File: config.mk
export PLATFORM = sky130hd
export DESIGN_NAME = serial_subtractor
export DESIGN_NICKNAME = d
export VERILOG_FILES = /design/src/rtl/serial_subtractor.sv
export SDC_FILE = /design/constraint.sdc
export NUM_CORES = 1
export LEC_CHECK = 0
export CORE_ASPECT_RATIO = 0.75
export CORE_UTILIZATION = 50
export CTS_CLUSTER_SIZE = 25
export DETAILED_ROUTE_END_ITERATION = 10
export GPL_TIMING_DRIVEN = 1
export PLACE_DENSITY = 0.87
export SETUP_SLACK_MARGIN = 0.4
export SYNTH_ARGS = -nofsm -noshare
export SYNTH_HDL_FRONTEND = slang
export SYNTH_SLANG_ARGS = --single-unit
export TNS_END_PERCENT = 1
File: constraint.sdc
create_clock -name clk -period 2 [get_ports clk]
set_input_delay 0.5 -clock clk [delete_from_list [all_inputs] [get_ports clk]]
set_output_delay 0.5 -clock clk [all_outputs]
set_load 0.01 [all_outputs]
File: src/rtl/serial_subtractor.sv
// Digit-serial subtractor: diff = a - b - borrow_in, CHUNK bits per clock.
// A ripple of CHUNK one-bit full-subtractor cells handles the low CHUNK bits of
// the operand shift registers each cycle. The borrow is registered between cycles.
//
// Ports:
//   clk, rst        rising-edge clock, synchronous active-high reset
//   start           request an operation (accepted only when busy=0)
//   a, b, borrow_in operands, captured on an accepted start
//   busy            high during the N compute cycles
//   done            one-cycle pulse when result outputs update
//   diff            a - b - borrow_in mod 2^WIDTH
//   borrow_out      unsigned borrow out of bit WIDTH-1
//   overflow        signed two's-complement overflow
//   zero            diff == 0
module serial_subtractor #(
  parameter int unsigned WIDTH = 16,
  parameter int unsigned CHUNK = 1
) (
  input  logic             clk,
  input  logic             rst,
  input  logic             start,
  input  logic [WIDTH-1:0] a,
  input  logic [WIDTH-1:0] b,
  input  logic             borrow_in,
  output logic             busy,
  output logic             done,
  output logic [WIDTH-1:0] diff,
  output logic             borrow_out,
  output logic             overflow,
  output logic             zero
);

  localparam int unsigned N = WIDTH / CHUNK;
  localparam int unsigned CntW = (N > 1) ? $clog2(N) : 1;
  localparam logic [CntW-1:0] CntLast = CntW'(N - 1);

  typedef enum logic [1:0] {StIdle, StRun, StDone} state_e;

  state_e           state_q, state_d;
  logic [WIDTH-1:0] a_q, a_d, b_q, b_d, res_q, res_d;
  logic             borrow_q, borrow_d;
  logic [CntW-1:0]  cnt_q, cnt_d;
  logic             a_msb_q, a_msb_d, b_msb_q, b_msb_d;
  logic [WIDTH-1:0] diff_q, diff_d;
  logic             borrow_out_q, borrow_out_d;
  logic             overflow_q, overflow_d;
  logic             zero_q, zero_d;

  logic [CHUNK-1:0]       chunk_diff;
  logic                   chunk_borrow;
  logic [WIDTH+CHUNK-1:0] res_ext;
  logic [WIDTH-1:0]       res_shifted;

  // Ripple of one-bit full-subtractor cells over the low CHUNK bits.
  always_comb begin
    logic bw;
    bw         = borrow_q;
    chunk_diff = '0;
    for (int i = 0; i < int'(CHUNK); i++) begin
      chunk_diff[i] = a_q[i] ^ b_q[i] ^ bw;
      bw            = (~a_q[i] & b_q[i]) | (~(a_q[i] ^ b_q[i]) & bw);
    end
    chunk_borrow = bw;
  end

  // New chunk enters at the top so that after N cycles the result is aligned.
  // The extended vector keeps the slice legal even when CHUNK == WIDTH.
  assign res_ext     = {chunk_diff, res_q};
  assign res_shifted = res_ext[WIDTH+CHUNK-1:CHUNK];

  always_comb begin
    state_d      = state_q;
    a_d          = a_q;
    b_d          = b_q;
    res_d        = res_q;
    borrow_d     = borrow_q;
    cnt_d        = cnt_q;
    a_msb_d      = a_msb_q;
    b_msb_d      = b_msb_q;
    diff_d       = diff_q;
    borrow_out_d = borrow_out_q;
    overflow_d   = overflow_q;
    zero_d       = zero_q;

    unique case (state_q)
      StIdle, StDone: begin
        // DONE accepts start just like IDLE, giving back-to-back operation.
        state_d = StIdle;
        if (start) begin
          state_d  = StRun;
          a_d      = a;
          b_d      = b;
          borrow_d = borrow_in;
          res_d    = '0;
          cnt_d    = '0;
          a_msb_d  = a[WIDTH-1];
          b_msb_d  = b[WIDTH-1];
        end
      end
      StRun: begin
        a_d      = a_q >> CHUNK;
        b_d      = b_q >> CHUNK;
        res_d    = res_shifted;
        borrow_d = chunk_borrow;
        cnt_d    = cnt_q + 1'b1;
        if (cnt_q == CntLast) begin
          state_d      = StDone;
          cnt_d        = '0;
          diff_d       = res_shifted;
          borrow_out_d = chunk_borrow;
          overflow_d   = (a_msb_q != b_msb_q) && (res_shifted[WIDTH-1] != a_msb_q);
          zero_d       = (res_shifted == '0);
        end
      end
      default: state_d = StIdle;
    endcase
  end

  always_ff @(posedge clk) begin
    if (rst) begin
      state_q      <= StIdle;
      a_q          <= '0;
      b_q          <= '0;
      res_q        <= '0;
      borrow_q     <= 1'b0;
      cnt_q        <= '0;
      a_msb_q      <= 1'b0;
      b_msb_q      <= 1'b0;
      diff_q       <= '0;
      borrow_out_q <= 1'b0;
      overflow_q   <= 1'b0;
      zero_q       <= 1'b0;
    end else begin
      state_q      <= state_d;
      a_q          <= a_d;
      b_q          <= b_d;
      res_q        <= res_d;
      borrow_q     <= borrow_d;
      cnt_q        <= cnt_d;
      a_msb_q      <= a_msb_d;
      b_msb_q      <= b_msb_d;
      diff_q       <= diff_d;
      borrow_out_q <= borrow_out_d;
      overflow_q   <= overflow_d;
      zero_q       <= zero_d;
    end
  end

  assign busy       = (state_q == StRun);
  assign done       = (state_q == StDone);
  assign diff       = diff_q;
  assign borrow_out = borrow_out_q;
  assign overflow   = overflow_q;
  assign zero       = zero_q;

endmodule

== Word level (Yosys, flattened, before mapping) ==
Index checks and enable logic that the tools add are counted.

* Equality and inequality tests: 7
* Bitwise operators: 7
* Multiplexer cells: 14
* Reductions and logical operators: 8
* $add $sub $neg: 1

{| class="wikitable"
|+ Operator list
! cell !! count
|-
| case mux 16 bit (2 select lines) || 3
|-
| two-way mux 16 bit || 3
|-
| zero test 16 bit || 1
|-
| two-way mux 4 bit || 2
|-
| case mux 4 bit (2 select lines) || 1
|-
| AND reduction 2 bit || 3
|-
| adder 4 x 1 -> 4 bit, second input constant || 1
|-
| == test 4 bit, second input constant || 1
|-
| case mux 2 bit (2 select lines) || 1
|-
| AND 1 bit || 2
|-
| == test 2 x 1 -> 1 bit, second input constant || 1
|-
| == test 2 bit, second input constant || 1
|-
| zero test 2 bit || 1
|-
| two-way mux 1 bit || 2
|-
| two-way mux 2 bit || 1
|-
| != test 1 bit || 2
|-
| != test 2 x 1 -> 1 bit, second input constant || 1
|-
| != test 2 bit, second input constant || 1
|-
| inverter 1 bit || 2
|-
| case mux 1 bit (2 select lines) || 1
|-
| nonzero test 2 bit || 1
|-
| OR reduction 2 bit || 1
|-
| XOR 1 bit || 2
|-
| logical AND 1 bit || 1
|-
| bitwise OR 1 bit || 1
|}

* Register bits: 76
* Output and inout bits: 21

== Longest topological paths before layout ==
* Depth in word-level cells: 5
* Gate-level depth with buffers: 7
* Mapped depth without buffers: 6

== Worst setup path after synthesis ==
No wires, ideal clock.

* Path kind: register -> register
* Start point: register b_q[0]
* End point: register zero_q, in the netlist zero
* Data required time: 1,929 ps
* Clock period less this slack: 1,513 ps
* Arrival time: 1,442 ps
* Setup slack: 487 ps
* Cell stages (with the launch flop): 7
* Cells stage by stage: dfxtp_1 > inv_1 > fa_1 > nor4_1 > and4_1 > nand2_1 > a21oi_1

* Longest elaborated chain between the ends: 3

{| class="wikitable"
|+ Ends and longest elaborated chain
! element !! line !! RTL
|-
| from (decl) || 40 || <nowiki>logic [WIDTH-1:0] a_q, a_d, b_q, b_d, res_q, res_d;</nowiki>
|-
| from (signal assigned) || 123 || <nowiki>b_q <= '0;</nowiki>
|-
| from (signal assigned) || 136 || <nowiki>b_q <= b_d;</nowiki>
|-
| XOR 1 bit (2 in a row) || 60 || <nowiki>chunk_diff[i] = a_q[i] ^ b_q[i] ^ bw;</nowiki>
|-
| net chunk_diff || 49 || <nowiki>logic [CHUNK-1:0] chunk_diff;</nowiki>
|-
| zero test 16 bit || 112 || <nowiki>zero_d = (res_shifted == '0);</nowiki>
|-
| to (signal assigned) || 145 || <nowiki>zero_q <= zero_d;</nowiki>
|-
| to (decl) || 47 || <nowiki>logic zero_q, zero_d;</nowiki>
|}

The timed path passes the listed nets, and every way through them passes these cells.
A chain may end at the register's enable or synchronous reset.

== Worst setup path after layout ==
* Start point: register overflow_q, in the netlist overflow
* End point: output port overflow

{| class="wikitable"
|+ RTL lines
! element !! line !! RTL
|-
| from (decl) || 46 || <nowiki>logic overflow_q, overflow_d;</nowiki>
|-
| from (signal assigned) || 144 || <nowiki>overflow_q <= overflow_d;</nowiki>
|-
| to (decl) || 29 || <nowiki>output logic overflow,</nowiki>
|}

No word-level cell between the ends.

==> impl_metrics.json <==
{
  "ys_seq_area_share_pct": 49.9,
  "final_cells": 489,
  "vias_per_cell": 5.39,
  "slew_headroom_pct": 66.7,
  "place_area_mm2": 0.00355,
  "reg2reg_slack_ps": 350,
  "rsz0062_at_grt": "true",
  "tightest_slew_ps": 498,
  "cts_tree": "built",
  "min-delay-start": "diff[2]",
  "ir_drop_mv": 0.494,
  "multi_input_area_mm2": 0.00132,
  "fmax_ghz": 0.576,
  "syn_area_mm2": 0.00301,
  "vias": 2638,
  "place_hpwl_mm": 4.12,
  "worst_path_max_delay_cell": "clkdlybuf4s50_1",
  "num_rows": 24,
  "final_nets": 444,
  "slew_viol_final": 0,
  "reg2reg_depth": 6,
  "area_growth_pct": 25.7,
  "r2r-end": "zero",
  "synth_edf_count": 0,
  "hold_path_depth": 2,
  "critical-path-top-delay-family": "buffers and inverters",
  "grt_first_pass_wirelength_mm": 11.0,
  "synth_ff_type": "dfxtp_1",
  "hold-path-endpoint": "diff[2]",
  "worstSetupEndpointType": "output port",
  "setup_violations": 0,
  "crit_cells": 1,
  "grt_max_degree": 76,
  "clkTransAtPathRegs_ps": 80,
  "maxCapViolCount": 0,
  "port_buffers": 56,
  "cp-start-kind": "register",
  "netlist-cell-type-count": 33,
  "die_area_mm2": 0.00634,
  "fp.dieH_um": 69.2,
  "power_density_mw_per_mm2": 855,
  "grt_overflow": 0,
  "ys_ff_latch": 75,
  "initialDrtViolationCount": 136,
  "critPathMaxStageDelay_ps": 540,
  "synth.top_cell.area_share_pct": 49.9,
  "fillers": 464,
  "synthCells": 362,
  "reg2reg_from": "b_q[0]",
  "clock_latency_ps": 350,
  "yosysTopAreaCell": "dfxtp_1",
  "numClockSinks": 75,
  "drive_above_1_share_pct": 8.52,
  "initial_core_util_pct": 51.9,
  "outcome": "finished, final reports clean",
  "finalWirelength_mm": 6.48,
  "insertedDiodeCount": 0,
  "register_area_mm2": 0.00151,
  "cts_root_buf": "clkbuf_8",
  "syn_nets": 400,
  "drc_errors": 0,
  "path_buf_inv": 1,
  "holdWs_ps": 455,
  "globalplace.congestion": 0.733,
  "numCtsBuffers": 9,
  "finalCritPeriodShare_pct": 86.7,
  "grt_pass1_vias": 2490,
  "antenna_found_initial": 0,
  "setup.worst_path.class": "register to output port",
  "postRouteAntennaNets": 0,
  "finish.utilization_pct": 65.3,
  "firstDrtPassIters": 5,
  "grt_usage_pct": 21.8,
  "worst-endpoint-required_ps": 1500,
  "finalCriticalPeriod_ps": 1730,
  "io_pins": 57,
  "yosysWarnings": 0,
  "core_area_mm2": 0.00580,
  "wl_per_cell_um": 13.2,
  "dp_cells": 473,
  "synthTopCellsByArea": "dfxtp_1 50%, nand2_1 13%, a311oi_1 8.7%, nor2_1 7.1%, a21oi_1 4.0%",
  "cts_setup_buffers": 0,
  "hold_path.class": "register to register",
  "crit_fanout": 2,
  "p_leak_uw": 0.00138,
  "crit_chain": "clkdlybuf4s50_1",
  "hold_viol": 0,
  "clockBufferDepth": 2,
  "crit_arrival_ps": 1230,
  "power_uw": 3240,
  "asyncSetResetFlopFracSynth_pct": 0,
  "stdcell_area_mm2": 0.00378,
  "htree_levels": 3,
  "synth.avg_cell_area_um2": 8.32,
  "fin_skew_ps": 6.39,
  "fp.dieW_um": 91.6
}
[what timing repair did]
action	in CTS	in global routing
endpoints found under the setup margin	44	90
resized for setup	6	4
gates cloned	0	0
hold buffers	0	0
hold endpoints to repair	0	0
[layout by cell type, fill, tap and decap left out, types with 2 or more instances in the layout]
cell type,count
nor2_1,57
nor3_1,2
nor4_1,4
a22oi_1,16
clkbuf_8,9
dlygate4sd2_1,3
nand2_1,101
nor2_4,2
nand3_1,2
clkdlybuf4s50_1,51
a311oi_1,30
bufinv_16,2
a21oi_1,24
clkinvlp_4,3
inv_1,2
buf_4,5
clkinv_2,2
dfxtp_1,74
buf_12,2
[area by class of cell]
cell class	instances	area share, %
Sequential cell	75	39.8
Clock inverter	7	2.45
Multi-Input combinational cell	254	34.9
Timing Repair Buffer	63	16.7
Inverter	3	0.298
Tap cell	78	2.58
Clock buffer	9	3.27
[how the worst max path moves through the flow]
| stage | start | slack, ps | to |
|---|---|---|---|
| after floorplan | b_q[0] | 490 | zero |
| after global placement | start | 100 | a_q[0] |
| after detailed placement | start | -50 | b_q[6] |
| after CTS | diff[1] | 240 | diff[1] |
| after global routing | diff[10] | 220 | diff[10] |
| final | overflow | 270 | overflow |
[registers in the layout (all words and copies together) (netlist names)]
register and count:
b_msb_q 1, a_q 16, cnt_q 4, res_q 15
zero 1, state_q 2, a_msb_q 1, b_q 16
borrow_q 1, borrow_out 1, diff 16, overflow 1
[cells in the mapped netlist (2+ instances only)]
master / instances
clkbuf_1: 10
nand2_1: 101
buf_4: 5
buf_2: 8
a311oi_1: 30
dfxtp_1: 75
nand3_1: 2
a22oi_1: 16
nor2_1: 57
nor2_4: 2
buf_6: 6
nor3_1: 2
inv_1: 2
nor4_1: 4
a21oi_1: 24
[layer usage]
layer	share of wire, %	wire length [um]	up-vias	GRT usage (%)
met5	0	0	-	0
met4	0.93	60	0	5.29
met3	5.1	333	6	6.80
met2	49	3150	73	36.8
met1	45	2930	1236	27.2
li1	-	-	1323	-
[power breakdown]
| group | leakage, uW | internal, uW | switching [uW] | total, uW |
|---|---|---|---|---|
| clock network | 0.000101 | 697 | 556 | 1250 |
| logic | 0.000663 | 170 | 202 | 372 |
| registers | 0.000613 | 1570 | 45.0 | 1610 |
| total | 0.00138 | 2430 | 804 | 3240 |
[cell families after synthesis]
| group | count (synthesis) | synth area share (%) |
|---|---|---|
| flip-flops | 75 | 49.9 |
| multiplexers | 1 | 0.333 |
| buffers and inverters | 33 | 6.57 |
| AO/OA/AOI/OAI | 74 | 17.8 |
| AND/OR/NAND/NOR | 177 | 24.3 |
| adder cells (fa/ha/maj) | 2 | 1.08 |
[metrics by stage]
step	setup TNS, ps	setup slack, ps
floorplan	0	487
global placement	0	96.0
detailed placement	-45.7	-45.7
CTS	0	243
global route	0	219
finish	0	265
(Power assumes the default switching activity.)
